## config.mk

```make
export PLATFORM = sky130hd
export DESIGN_NAME = bp_update_ctrl
export DESIGN_NICKNAME = d
export VERILOG_FILES = /design/src/rtl/bp_update_ctrl.sv
export SDC_FILE = /design/constraint.sdc
export NUM_CORES = 1
export LEC_CHECK = 0
export ABC_AREA = 1
export CORE_MARGIN = 5
export CORE_UTILIZATION = 50
export CTS_CLUSTER_SIZE = 14
export DETAILED_ROUTE_END_ITERATION = 10
export HOLD_SLACK_MARGIN = 0.06
export PLACE_DENSITY = 0.74
export SYNTH_ARGS = -nofsm -noshare
export SYNTH_HDL_FRONTEND = slang
export SYNTH_SLANG_ARGS = --single-unit
```

## constraint.sdc

```tcl
create_clock -name clk -period 4.6 [get_ports clk]
set_clock_uncertainty 0.15 [all_clocks]
set_input_delay 0.92 -clock clk [delete_from_list [all_inputs] [get_ports clk]]
set_output_delay 0.92 -clock clk [all_outputs]
set_load 0.03 [all_outputs]
```

## src/rtl/bp_update_ctrl.sv

```systemverilog
// rtl/bp_update_ctrl.sv - in-order branch resolution queue feeding BTB writes, plus full-BTB invalidate walk
// Optional macro BP_UPD_FILTER_EN: drop not-taken, correctly predicted resolutions instead of queueing them.
module bp_update_ctrl #(
  parameter int N     = 11,
  parameter int DEPTH = 4
) (
  input  logic                     clk,
  input  logic                     rst,
  input  logic                     res_valid,
  output logic                     res_ready,
  input  logic [31:0]              res_pc,
  input  logic [31:0]              res_target,
  input  logic                     res_taken,
  input  logic                     res_mispred,
  input  logic                     flush_req,
  output logic                     upd_valid,
  output logic [31:0]              upd_pc,
  output logic [31:0]              upd_target,
  output logic                     upd_taken,
  output logic                     upd_mispred,
  output logic                     inv_valid,
  output logic [N-1:0]             inv_index,
  output logic                     flush_busy,
  output logic                     lookup_stall,
  output logic [$clog2(DEPTH):0]   occupancy
);

  localparam int AW = $clog2(DEPTH);
  localparam logic [AW:0]  FULL_CNT = (AW+1)'(DEPTH);
  localparam logic [N-1:0] LAST_IDX = '1;

  typedef enum logic {RUN, FLUSH} state_t;

  state_t        state;
  logic [AW-1:0] wr_ptr;
  logic [AW-1:0] rd_ptr;
  logic [AW:0]   count;

  logic [31:0] pc_mem     [DEPTH];
  logic [31:0] target_mem [DEPTH];
  logic        taken_mem  [DEPTH];
  logic        mispred_mem[DEPTH];

  logic accept;
  logic push;
  logic pop;

  assign res_ready = (state == RUN) && (count != FULL_CNT);
  assign upd_valid = (state == RUN) && (count != '0);
  assign accept    = res_valid && res_ready;
  assign pop       = upd_valid;

`ifdef BP_UPD_FILTER_EN
  // A correctly predicted fall-through teaches the BTB nothing, so it is acknowledged and dropped.
  assign push = accept && (res_taken || res_mispred);
`else
  assign push = accept;
`endif

  assign upd_pc       = upd_valid ? pc_mem[rd_ptr]      : '0;
  assign upd_target   = upd_valid ? target_mem[rd_ptr]  : '0;
  assign upd_taken    = upd_valid ? taken_mem[rd_ptr]   : 1'b0;
  assign upd_mispred  = upd_valid ? mispred_mem[rd_ptr] : 1'b0;

  assign flush_busy   = (state == FLUSH);
  assign lookup_stall = flush_busy;
  assign inv_valid    = flush_busy;
  assign occupancy    = count;

  always_ff @(posedge clk) begin
    if (push) begin
      pc_mem[wr_ptr]      <= res_pc;
      target_mem[wr_ptr]  <= res_target;
      taken_mem[wr_ptr]   <= res_taken;
      mispred_mem[wr_ptr] <= res_mispred;
    end
  end

  always_ff @(posedge clk or negedge rst) begin
    if (!rst) begin
      state     <= RUN;
      wr_ptr    <= '0;
      rd_ptr    <= '0;
      count     <= '0;
      inv_index <= '0;
    end else begin
      case (state)
        RUN: begin
          if (flush_req) begin
            // Anything queued or arriving this cycle predates the fence and is discarded.
            state     <= FLUSH;
            wr_ptr    <= '0;
            rd_ptr    <= '0;
            count     <= '0;
            inv_index <= '0;
          end else begin
            if (push) wr_ptr <= wr_ptr + AW'(1);
            if (pop)  rd_ptr <= rd_ptr + AW'(1);
            if (push && !pop)      count <= count + (AW+1)'(1);
            else if (!push && pop) count <= count - (AW+1)'(1);
          end
        end
        FLUSH: begin
          if (inv_index == LAST_IDX) begin
            state     <= RUN;
            inv_index <= '0;
          end else begin
            inv_index <= inv_index + N'(1);
          end
        end
        default: state <= RUN;
      endcase
    end
  end

endmodule
```

# == After elaboration in Yosys (flattened, before gate mapping) ==
# Memories as Yosys holds them, arrays and structs flattened.
# Cells that the tools add are included.
# word_totals
regBits,19
ramBits,264
inputBits,70
output_inout_bits,85
wordCells,51
n_memories,4
# classes
addsub,5
eq_ne,3
muxes,19
bitwise,1
n_reduce_logical,14
# mem_list
name,words,word_bits,read_ports,rd_clocked_by_memory_dff,write_ports,line_no,source
pc_mem,4,32,1,0,1,39,logic [31:0] pc_mem [DEPTH];
target_mem,4,32,1,0,1,40,logic [31:0] target_mem [DEPTH];
mispred_mem,4,1,1,0,1,42,logic mispred_mem[DEPTH];
taken_mem,4,1,1,0,1,41,logic taken_mem [DEPTH];
# op_table
op,count
32-bit two-way mux,2
11-bit two-way mux,2
11-bit case mux with 2 select lines,1
11-bit by 1-bit adder with 11-bit output (second input constant),1
11-bit equality test (second input constant),1
3-bit two-way mux,3
2-bit two-way mux,4
1-bit two-way mux,6
2-bit AND reduction,3
3-bit nonzero test,2
1-bit logical AND,5
2-bit by 1-bit adder with 2-bit output (second input constant),2
2-bit nonzero test,2
3-bit by 1-bit adder with 3-bit output (second input constant),1
3-bit != test (second input constant),1
3-bit by 1-bit subtractor with 3-bit output (second input constant),1
1-bit zero test,2
2-bit != test (second input constant),1
1-bit case mux with 2 select lines,1
1-bit inverter,1

# == Logic depth before layout (Yosys ltp) ==
# depth
ltp_word,8
depth_mapped,9
ltp_nobuf,9

# == Least setup slack after synthesis ==
# OpenSTA, ideal clock, no wires.
# synth_path
path_type,input-to-reg
startpoint,in res_valid
endpoint,"mem mispred_mem[0], enable pin"
setup_ns,0.490
arrival_time_ns,3.810
required_ns,3.960
path_slack_ns,0.150
path_stages,2
path_buffers,0
cell_sequence,nand3_2 nor2_1
# synth_between
elab_chain_len,3
# synth_lines
element,line_no,source
start: declaration,9,"input logic res_valid,"
1-bit logical AND,50,assign accept = res_valid && res_ready;
1-bit two-way mux,71,if (push) begin
1-bit two-way mux (implied by the code),75,mispred_mem[wr_ptr] <= res_mispred;
end: declaration,42,
# No other way between the ends.

# == Worst setup path in the final report ==
# layout_path
startpoint,reg rd_ptr[0]
endpoint,out upd_pc[19]
# layout_between
elab_chain_len,2
# layout_lines
element,line_no,source
start: declaration,36,logic [AW-1:0] rd_ptr;
start signal: assignment,98,if (pop) rd_ptr <= rd_ptr + AW'(1);
memory read 4 x 32 bit,-,
32-bit two-way mux,60,assign upd_pc = upd_valid ? pc_mem[rd_ptr] : '0;
end: declaration,17,"output logic [31:0] upd_pc,"
# No other way between the ends.

==> results.sh <==
export IMPL_place_area_mm2=0.0132
export IMPL_layout_cells_non_filler=1380
export IMPL_drt_pass1_iterations=5
export IMPL_cts_clk_slew_worst_paths_ns=0.06
export IMPL_grt_busiest_layer="met2"
export IMPL_irDropWorstVdd_v=0.000308
export IMPL_worstSkewPairLatency_ns=0.53
export IMPL_synth_cells=924
export IMPL_final_util_pct=62.7
export IMPL_hold_class="reg -> reg"
export IMPL_drv_cap=0
export IMPL_critPathBufInv=3
export IMPL_p_per_area_mw_per_mm2=364
export IMPL_num_rows=55
export IMPL_synth_area_top_cells="edfxtp_1 (69%), nor2_1 (9.0%), dfrtp_1 (4.2%)"
export IMPL_yosys_area_top_type="edfxtp_1"
export IMPL_htreeDepth=1
export IMPL_synth_top_cell_area_share_pct=69.3
export IMPL_die_area_mm2=0.0260
export IMPL_tns_ns=0
export IMPL_dpl_cell_count=1327
export IMPL_report_final_slew_viol_count=0
export IMPL_grt_antenna_before_repair=1
export IMPL_ys_seq_elements=283
export IMPL_cts_buffers=29
export IMPL_use_met2_pct=33.0
export IMPL_grt_pass1_wl_um=39000
export IMPL_final_cell_area_mm2=0.0142
export IMPL_portBuffers=154
export IMPL_synth_most_common_cell="nor2_1"
export IMPL_cp_end_kind="primary output"
export IMPL_fin_crit_ns=4.01
export IMPL_ant_nets=0
export IMPL_viasPerCell=5.24
export IMPL_fp_dieH_um=161
export IMPL_synth_async_sr_flop_share_pct=6.71
export IMPL_vias=7226
export IMPL_synth_area_mm2=0.0114
export IMPL_drive_above_1_share_pct=9.59
export IMPL_rsz0062_at_grt="false"
export IMPL_ys_warn_count=0
export IMPL_drt_wl_total_um=24600
export IMPL_max_slew_margin_pct=40.0
export IMPL_finalSetupViolations=0
export IMPL_start_util_pct=50.7
export IMPL_grt_max_degree=134
export IMPL_wire_per_inst_um=17.8
export IMPL_ys_types=32
export IMPL_finalHoldViolCount=0
export IMPL_synth_area_per_cell_um2=12.4
export IMPL_holdBufCountCts=0
export IMPL_syn_nets=1000
export IMPL_die_width_um=161
export IMPL_dp_slack_ns=1.14
export IMPL_synth_yosys_seq_area_share_pct=73.4
export IMPL_crit_type="reg -> out"
export IMPL_grtUsageMet3_pct=3.42
export IMPL_dp_hpwl_um=14200
export IMPL_drcViolationCount=0
export IMPL_min_period_over_period_pct=87.2
export IMPL_track_usage_pct=18.6
export IMPL_cts_resized=0
export IMPL_status="finished, final reports clean"
export IMPL_tightest_slew_ns=0.897
export IMPL_leakage_nw=4.85
export IMPL_path_max_fanout=86
export IMPL_synth_ff_type="edfxtp_1"
export IMPL_root_buffer="clkbuf_16"
export IMPL_grt_ovfl_total=0
export IMPL_cts_buffer_depth=3
export IMPL_cp_data_required_time_ns=3.53
export IMPL_area_growth_pct=23.7
export IMPL_fmax_ghz=0.249
export IMPL_setup_ws_ns=0.591
export IMPL_insertedDiodeCount=0
export IMPL_first_global_vias=7262
export IMPL_crit_family="buffers and inverters"
export IMPL_cpPeakStageDelay_ns=0.72
export IMPL_gr_usage_met1_pct=24.2
export IMPL_crit_chain="inv_4, buf_12, o21ai_0, a21oi_1, clkdlybuf4s50_1"
export IMPL_cts_sinks=283
export IMPL_design_portCount=155
export IMPL_yosys_top_cells_count="nor2_1 (274), edfxtp_1 (264), o21ai_1 (73)"
export IMPL_start_kind="flop"
export IMPL_nNetsFinal=1149
export IMPL_core_mm2=0.0226
export IMPL_postCtsSetupRepairBufs=0
export IMPL_cts_tree="yes"
export IMPL_drtIter0Drc=514
export IMPL_synth_edf_count=264
export IMPL_gp_congestion=0.741
export IMPL_slowest_stage="clkdlybuf4s50_1"
export IMPL_crit_arrival_ns=2.94
-- cell type report --
cell class	count	area [um^2]
fill	1730	8420
sequential	283	8410
timing repair buffer	170	1700
inverter	28	109
clock buffer	37	756
clock inverter	16	156
multi-input combinational	561	2670
tap	285	357
-- metrics by stage --
stage	total power, mW	hold WS [ns]
global route	5.31	0.437
detailed placement	2.97	0.387
finish	5.15	0.398
floorplan	2.88	0.412
global placement	2.97	0.373
CTS	5.19	0.402
-- logic make-up (layout without fill, tap and decap cells) --
family / count (synthesis) / in the layout / synth area share, %
flip-flops: 283 / 283 / 73.4
AO/OA/AOI/OAI: 218 / 218 / 10.7
buffers and inverters: 80 / 251 / 3.51
AND/OR/NAND/NOR: 333 / 333 / 11.4
adder cells (fa/ha/maj): 6 / 6 / 0.721
XOR/XNOR: 4 / 4 / 0.306
-- placed cells by master, fill, tap and decap left out, types with 2 or more instances in the layout --
cell / n
nand4_1: 2
ha_1: 5
clkinv_1: 6
o22ai_1: 2
a21oi_2: 30
clkbuf_1: 8
buf_12: 3
xor2_1: 3
inv_6: 2
nor2_1: 270
nor2_4: 5
nand2_1: 39
bufinv_16: 3
inv_2: 5
clkbuf_16: 29
o21ai_1: 73
clkdlybuf4s50_1: 154
buf_4: 13
o21ai_0: 71
edfxtp_1: 264
nand3_2: 2
nand3_1: 11
a21oi_1: 40
inv_1: 20
dfrtp_1: 17
clkinv_2: 7
-- worst register-to-register path: stages (launching register included) --
cell and delay, ns:
dfrtp_1 0.54, inv_2 0.17, nand3_2 0.26, nor2_4 0.72, buf_4 0.35
-- state kept, by name, summed over array words and instances (netlist names) --
register and count:
flush_busy 1, inv_index 11, mispred_mem 4, occupancy 3, pc_mem 128, rd_ptr 2, taken_mem 4, target_mem 128
wr_ptr 2
-- report_power, final --
group	switching (mW)	internal [mW]	leakage [nW]	total, mW
registers	0.00145	2.81	2.59	2.82
clock network	0.905	1.33	0.450	2.23
logic	0.0450	0.0566	1.81	0.102
total	0.951	4.20	4.85	5.15
-- routing by layer --
layer  wire, um  up-vias
met1      10400     3477
met5         11        -
met2      12600      184
met3       1270       31
met4        375        2
li1           -     3532
-- path summary, 6_finish.rpt --
path	start	endpoint	slack (ns)	cells past startpoint
setup / recovery	rd_ptr[0]	upd_pc[19]	0.59	5
hold / removal	inv_index[1]	inv_index[1]	0.40	2
setup reg to reg	flush_busy	target_mem[0][15]	2.09	4
hold reg to reg	inv_index[1]	inv_index[1]	0.40	2
max in group asynchronous	rst	rd_ptr[0]	2.89	1
min in group asynchronous	rst	inv_index[1]	0.74	1
Power figures use the tool's default switching activity.
